### src/rtl/snake_pkg.sv
// Shared direction encoding and IR remote command codes for the snake game blocks.
package snake_pkg;

  typedef logic [1:0] dir_t;

  localparam dir_t DIR_UP    = 2'd0;
  localparam dir_t DIR_DOWN  = 2'd1;
  localparam dir_t DIR_LEFT  = 2'd2;
  localparam dir_t DIR_RIGHT = 2'd3;

  localparam logic [7:0] IR_UP    = 8'h18;
  localparam logic [7:0] IR_DOWN  = 8'h52;
  localparam logic [7:0] IR_LEFT  = 8'h08;
  localparam logic [7:0] IR_RIGHT = 8'h5A;

  typedef struct packed {
    logic valid;
    dir_t dir;
  } dir_req_t;

  // Opposite directions differ only in bit 0 with this encoding.
  function automatic logic is_reverse(input dir_t a, input dir_t b);
    return a == (b ^ 2'b01);
  endfunction

  function automatic dir_req_t ir_decode(input logic [7:0] code);
    dir_req_t r;
    r.valid = 1'b1;
    r.dir   = DIR_UP;
    case (code)
      IR_UP:    r.dir = DIR_UP;
      IR_DOWN:  r.dir = DIR_DOWN;
      IR_LEFT:  r.dir = DIR_LEFT;
      IR_RIGHT: r.dir = DIR_RIGHT;
      default:  r.valid = 1'b0;
    endcase
    return r;
  endfunction

endpackage

### src/rtl/dir_fifo.sv
// Small circular buffer of pending turns; exposes both head (next to apply) and tail (last queued).
module dir_fifo
  import snake_pkg::*;
#(
  parameter int DEPTH = 4,
  localparam int CW = $clog2(DEPTH + 1),
  localparam int PW = (DEPTH > 1) ? $clog2(DEPTH) : 1
) (
  input  logic          clk,
  input  logic          rst_n,
  input  logic          flush,
  input  logic          push,
  input  logic          pop,
  input  dir_t          push_dir,
  output dir_t          head,
  output dir_t          tail,
  output logic [CW-1:0] count,
  output logic          full
);

  dir_t          mem_q [DEPTH];
  dir_t          mem_d [DEPTH];
  logic [PW-1:0] wr_ptr_q, wr_ptr_d;
  logic [PW-1:0] rd_ptr_q, rd_ptr_d;
  logic [CW-1:0] count_q, count_d;
  logic          do_push, do_pop;

  function automatic logic [PW-1:0] ptr_inc(input logic [PW-1:0] p);
    return (p == PW'(DEPTH - 1)) ? '0 : p + 1'b1;
  endfunction

  function automatic logic [PW-1:0] ptr_dec(input logic [PW-1:0] p);
    return (p == '0) ? PW'(DEPTH - 1) : p - 1'b1;
  endfunction

  assign full  = (count_q == CW'(DEPTH));
  assign count = count_q;
  assign head  = mem_q[rd_ptr_q];
  assign tail  = mem_q[ptr_dec(wr_ptr_q)];

  // A full buffer still takes a push when a pop frees a slot on the same edge.
  always_comb begin
    do_pop   = pop && (count_q != '0);
    do_push  = push && (!full || do_pop);
    mem_d    = mem_q;
    wr_ptr_d = wr_ptr_q;
    rd_ptr_d = rd_ptr_q;
    count_d  = count_q;
    if (do_push) begin
      mem_d[wr_ptr_q] = push_dir;
      wr_ptr_d        = ptr_inc(wr_ptr_q);
    end
    if (do_pop) begin
      rd_ptr_d = ptr_inc(rd_ptr_q);
    end
    case ({do_push, do_pop})
      2'b10:   count_d = count_q + 1'b1;
      2'b01:   count_d = count_q - 1'b1;
      default: count_d = count_q;
    endcase
    if (flush) begin
      wr_ptr_d = '0;
      rd_ptr_d = '0;
      count_d  = '0;
    end
  end

  always_ff @(posedge clk or negedge rst_n) begin
    if (!rst_n) begin
      mem_q    <= '{default: DIR_UP};
      wr_ptr_q <= '0;
      rd_ptr_q <= '0;
      count_q  <= '0;
    end else begin
      mem_q    <= mem_d;
      wr_ptr_q <= wr_ptr_d;
      rd_ptr_q <= rd_ptr_d;
      count_q  <= count_d;
    end
  end

endmodule

### src/rtl/snake_dir_sched.sv
// Direction scheduler: arbitrates key/IR turn requests, filters duplicates and reversals,
// queues accepted turns and applies one per speed-dependent move tick.
module snake_dir_sched
  import snake_pkg::*;
#(
  parameter int unsigned TICK_BASE = 6_250_000,
  parameter int unsigned TICK_STEP = 500_000,
  parameter int unsigned SPEED_MAX = 7,
  parameter int          QDEPTH    = 4,
  parameter dir_t        DIR_INIT  = DIR_RIGHT,
  localparam int         QCW       = $clog2(QDEPTH + 1)
) (
  input  logic           sys_clk,
  input  logic           sys_rst_n,
  input  logic           kf_up,
  input  logic           kf_down,
  input  logic           kf_left,
  input  logic           kf_right,
  input  logic           ir_data_en,
  input  logic [7:0]     ir_data,
  input  logic           ir_repeat_en,
  input  logic           game_run,
  input  logic           game_restart,
  input  logic           speed_up,
  output logic           move_tick,
  output dir_t           move_dir,
  output logic [2:0]     speed_level,
  output logic [QCW-1:0] q_count,
  output logic           req_drop
);

  localparam int CW = $clog2(TICK_BASE);

  logic [CW-1:0]  cnt_q, cnt_d;
  logic [CW-1:0]  period, last_cnt;
  logic           move_tick_q, move_tick_d;
  dir_t           move_dir_q, move_dir_d;
  logic [2:0]     speed_q, speed_d;
  logic           req_drop_q, req_drop_d;

  dir_req_t       ir_req;
  logic           ir_valid;
  logic [4:0]     req_vec;
  logic           win_valid, multi_req;
  dir_t           win_dir, ref_dir;
  logic           tick_fire, pop, accept;

  dir_t           fifo_head, fifo_tail;
  logic [QCW-1:0] fifo_count;
  logic           fifo_full;

  logic           unused_ir_repeat;
  assign unused_ir_repeat = ir_repeat_en;

  assign ir_req   = ir_decode(ir_data);
  assign ir_valid = ir_data_en && ir_req.valid;
  assign req_vec  = {ir_valid, kf_right, kf_left, kf_down, kf_up};
  assign period   = CW'(TICK_BASE) - CW'(speed_q) * CW'(TICK_STEP);
  assign last_cnt = period - CW'(1);

  // Fixed priority: keys in up/down/left/right order, IR last.
  always_comb begin
    win_valid = 1'b1;
    win_dir   = DIR_UP;
    if (kf_up)          win_dir = DIR_UP;
    else if (kf_down)   win_dir = DIR_DOWN;
    else if (kf_left)   win_dir = DIR_LEFT;
    else if (kf_right)  win_dir = DIR_RIGHT;
    else if (ir_valid)  win_dir = ir_req.dir;
    else                win_valid = 1'b0;
    multi_req = (req_vec & (req_vec - 5'd1)) != '0;
  end

  // The filter compares against the last queued turn so chained turns are checked in order.
  always_comb begin
    tick_fire = game_run && (cnt_q >= last_cnt);
    pop       = tick_fire && (fifo_count != '0);
    ref_dir   = (fifo_count != '0) ? fifo_tail : move_dir_q;
    accept    = 1'b0;
    req_drop_d = 1'b0;
    if (game_run && win_valid) begin
      if ((win_dir == ref_dir) || is_reverse(win_dir, ref_dir) || (fifo_full && !pop)) begin
        req_drop_d = 1'b1;
      end else begin
        accept = 1'b1;
      end
      if (multi_req) req_drop_d = 1'b1;
    end

    cnt_d       = cnt_q;
    move_tick_d = 1'b0;
    move_dir_d  = move_dir_q;
    speed_d     = speed_q;
    if (game_run) begin
      if (tick_fire) begin
        cnt_d       = '0;
        move_tick_d = 1'b1;
      end else begin
        cnt_d = cnt_q + CW'(1);
      end
    end
    if (pop) move_dir_d = fifo_head;
    if (speed_up && (speed_q != 3'(SPEED_MAX))) speed_d = speed_q + 3'd1;

    if (game_restart) begin
      cnt_d       = '0;
      move_tick_d = 1'b0;
      move_dir_d  = DIR_INIT;
      speed_d     = '0;
      req_drop_d  = 1'b0;
    end
  end

  always_ff @(posedge sys_clk or negedge sys_rst_n) begin
    if (!sys_rst_n) begin
      cnt_q       <= '0;
      move_tick_q <= 1'b0;
      move_dir_q  <= DIR_INIT;
      speed_q     <= '0;
      req_drop_q  <= 1'b0;
    end else begin
      cnt_q       <= cnt_d;
      move_tick_q <= move_tick_d;
      move_dir_q  <= move_dir_d;
      speed_q     <= speed_d;
      req_drop_q  <= req_drop_d;
    end
  end

  dir_fifo #(.DEPTH(QDEPTH)) u_fifo (
    .clk      (sys_clk),
    .rst_n    (sys_rst_n),
    .flush    (game_restart),
    .push     (accept && !game_restart),
    .pop      (pop && !game_restart),
    .push_dir (win_dir),
    .head     (fifo_head),
    .tail     (fifo_tail),
    .count    (fifo_count),
    .full     (fifo_full)
  );

  assign move_tick   = move_tick_q;
  assign move_dir    = move_dir_q;
  assign speed_level = speed_q;
  assign q_count     = fifo_count;
  assign req_drop    = req_drop_q;

endmodule

### config.mk
export PLATFORM = sky130hd
export DESIGN_NAME = snake_dir_sched
export DESIGN_NICKNAME = d
export VERILOG_FILES = /design/src/rtl/snake_pkg.sv /design/src/rtl/dir_fifo.sv /design/src/rtl/snake_dir_sched.sv
export SDC_FILE = /design/constraint.sdc
export NUM_CORES = 1
export LEC_CHECK = 0
export CAP_MARGIN = 20
export CORE_UTILIZATION = 50
export DETAILED_ROUTE_END_ITERATION = 16
export GPL_TIMING_DRIVEN = 1
export PLACE_DENSITY = 0.73
export REMOVE_ABC_BUFFERS = 1
export SETUP_SLACK_MARGIN = 0.5
export SYNTH_ARGS = -nofsm -noshare
export SYNTH_HDL_FRONTEND = slang
export SYNTH_SLANG_ARGS = --single-unit
### constraint.sdc
create_clock -name sys_clk -period 4.7 [get_ports sys_clk]
set_clock_uncertainty 0.15 [all_clocks]
set_input_delay 0.705 -clock sys_clk [delete_from_list [all_inputs] [get_ports sys_clk]]
set_output_delay 0.705 -clock sys_clk [all_outputs]
set_load 0.1 [all_outputs]
==> metrics <==
IO Port Bufs=27; Synth Cell Area=about 3400 µm²; simple-gate share of the synthesized area=about a fifth; Die X=84.2 µm; GPL Wtd Cong=0.851; CP endpoint kind=flop; Pwr Density=250 nW/µm²; CP peak stage delay=620 ps; Crit path top cell by count=fa_2; Leak=0.00194 µW; detailed-route wire length per cell=16.8 µm; top-count cell post-synth=dfrtp_1; CP Launch Type=flop; sequential fraction of the synthesis area=33.4%; CTS root buf=clkbuf_8; row count=29; drt initial violations=183; dpl ws=-103 ps; Hold Path Class=in -> async; via count of the first global-routing pass=3121; Max-Slew Margin vs Limit=33.8%; Yosys warnings=0; fin crit share=96.7%; kind of critical path=reg -> reg; Ant. Diodes=0; synthesis-stage register bit count=45; io pins=29; Post-DP HPWL=between 5000 and 6000 µm; number of flops mapped to enable cells by yosys=0; Via density=5.95; clock sink count=45; Final TNS setup=0 ps; slowest cell on the critical path=fa_2; CP cell instances=fa_2, inv_2, fa_2, buf_4, xnor2_1, nand2_1, nor3_2, xor2_1, ha_1, and4_4, and2_4, a221oi_2, o21ai_1, and3_4, nor2_4, fa_2, or2_0, a21boi_1, o31ai_1; first-pass GRT wire length=14600 µm; worst-margin pin slew=990 ps; Slew Limit Fails=0; largest family of logic cells by synthesized area=simple AND/OR/NAND/NOR gates; Num CTS Buffers=5; Inst Count DP=481; die area=around 7100 µm²; endpoints failing hold=0; fillcell total=496; core area=6420 µm²; Overflow after GRT=0; final core utilization=66.8%; fin nets=482; Cell variety after synth=55; WP data required=roughly 4800 ps; mean post-synth cell area=9.13 µm²; fmax=220 MHz; ranking of synthesized cells by area=dfrtp_1 32%, ha_1 14%, o21ai_0 5.0%; Die Y=84.2 µm; Worst Path Max Fanout=4; final antenna-violating net count=0; RSZ-0062 raised after global routing=true; DR pass1 iterations=5; Synth Area in Compound Gates=17.6%; Setup Viol. Count Final=0; Layout Cells excl Fill=approximately 500; largest net degree at the start of global routing=46; Synth async-reset ratio=100%; GRT Overall Usage=25.5%; adder-cell share of the synthesized area=16.7%; max_cap viols=0; routed wire length=8390 µm; layout cells sized above 1=21.1%; Max Root-Sink Buffers=2; post-synth top area cell=dfrtp_1; status=finished clean; DRC=0; Area Overhead vs Synth=26.9%; worst-skew pair later-pin latency=300 ps; final worst path period need=4540 ps; H-tree levels=2; proportion of synthesized area in mux cells=~5.3%; Top FF cell, synth=dfrtp_1; final instance area=4290 µm²; DP Area=3830 µm²; initial antenna violation count=0; maximum VDD drop=0.182 mV; Critical Path AT=4590 ps; Initial Util=between 50 and 60%; Yosys top cell area share=31.9%; CTS tree=yes; PnR worst setup slack=about 160 ps; Cells after Synth=370; Post-Synth XOR/XNOR Area=3.63%; CTS clk-pin slew, worst paths=90 ps; vias=approximately 3000; top cells by count, synth=43 x dfrtp_1, 39 x nor2_1, 38 x ha_1
## state kept, by name (all words and copies together), names as in the netlist
name             count
cnt_q               23
u_fifo.mem_q         8
speed_level          3
u_fifo.count         3
move_dir             2
u_fifo.rd_ptr_q      2
u_fifo.wr_ptr_q      2
move_tick            1
req_drop             1
## path summary, 6_finish.rpt
path                                startpoint               to  slack, ps  depth (start not counted)
worst max-delay path            speed_level[0]  u_fifo.count[2]        160                         19
worst min-delay path                 sys_rst_n         cnt_q[2]        130                          1
worst max register to register  speed_level[0]  u_fifo.count[2]        160                         19
worst min register to register       cnt_q[22]        cnt_q[22]        330                          1
max in group asynchronous            sys_rst_n      move_dir[0]       3720                          2
min in group sys_clk                 cnt_q[22]        cnt_q[22]        330                          1
## what timing repair did
item,4_1_cts,5_1_grt
pin swaps,19,16
buffers inserted,7,0
gates resized for setup,41,20
cloned,2,0
hold buffers,0,0
endpoints found under the setup margin,36,40
## metal layers
metal	track usage [%]	share of wire, %	routed length (µm)
met2	46.6	52	4340
met5	0	0	0
met3	4.33	4.9	410
met4	6.11	1.3	110
met1	31.3	42	3530
## per-stage QoR
stage	hold slack, ps	power [µW]
3_5_place_dp	341	754
3_3_place_gp	338	742
5_1_grt	142	1120
4_1_cts	351	1060
6_report	127	1070
2_1_floorplan	259	651
## layout by cell type (no fill, tap or decap), types with 3 or more instances in the layout
cell type / n
buf_12: 3
nor2_1: 38
nand2_1: 31
nor3_2: 4
nand4_1: 4
ha_1: 35
buf_4: 19
o31ai_1: 6
and3_1: 9
nor2b_1: 6
mux4_2: 3
nand3_1: 9
clkdlybuf4s50_1: 26
a21oi_1: 17
or3_1: 3
o21ai_0: 24
o21bai_1: 4
a21o_1: 4
o21ai_1: 17
nand2_4: 4
xor2_1: 4
a31oi_1: 4
nor3_1: 5
fa_2: 3
xnor2_1: 9
clkbuf_8: 5
dfrtp_1: 42
mux2_4: 8
inv_1: 12
ha_4: 3
## layout make-up
cell class | count | area [µm²] | share of cell area (%)
Clock buffer | 7 | 76.3 | 1.78
Tap cell | 77 | 96.3 | 2.25
Sequential cell | 45 | 1130 | 26.3
Inverter | 14 | 52.6 | 1.23
Clock inverter | 1 | 7.51 | 0.175
Multi-Input combinational cell | 301 | 2350 | 54.9
Timing Repair Buffer | 54 | 571 | 13.3
## critical path, delay by kind of cell (launching register included)
family | cells | cell delay, ps
AOI/OAI and AO/OA | 4 | 650
xor gates and xnor gates | 2 | 320
adders and majority gates | 4 | 1490
buffers and inverters | 2 | 180
DFF | 1 | 460
and+or+nand+nor | 7 | 1190
## cells by family after synthesis
family,after synthesis
buf+inv,24
compound gates,95
fa+ha+maj,43
mux,13
simple gates,136
xor+xnor,14
flops,45
## power by group
part | leakage (µW) | total (µW) | switching [µW] | internal (µW)
logic | 0.00129 | 372 | 192 | 179
registers | 0.000610 | 453 | 32.2 | 421
clock network | 0.0000385 | 247 | 141 | 106
total | 0.00194 | 1070 | 366 | 706
Note: power is estimated with default switching activity, not from simulation.
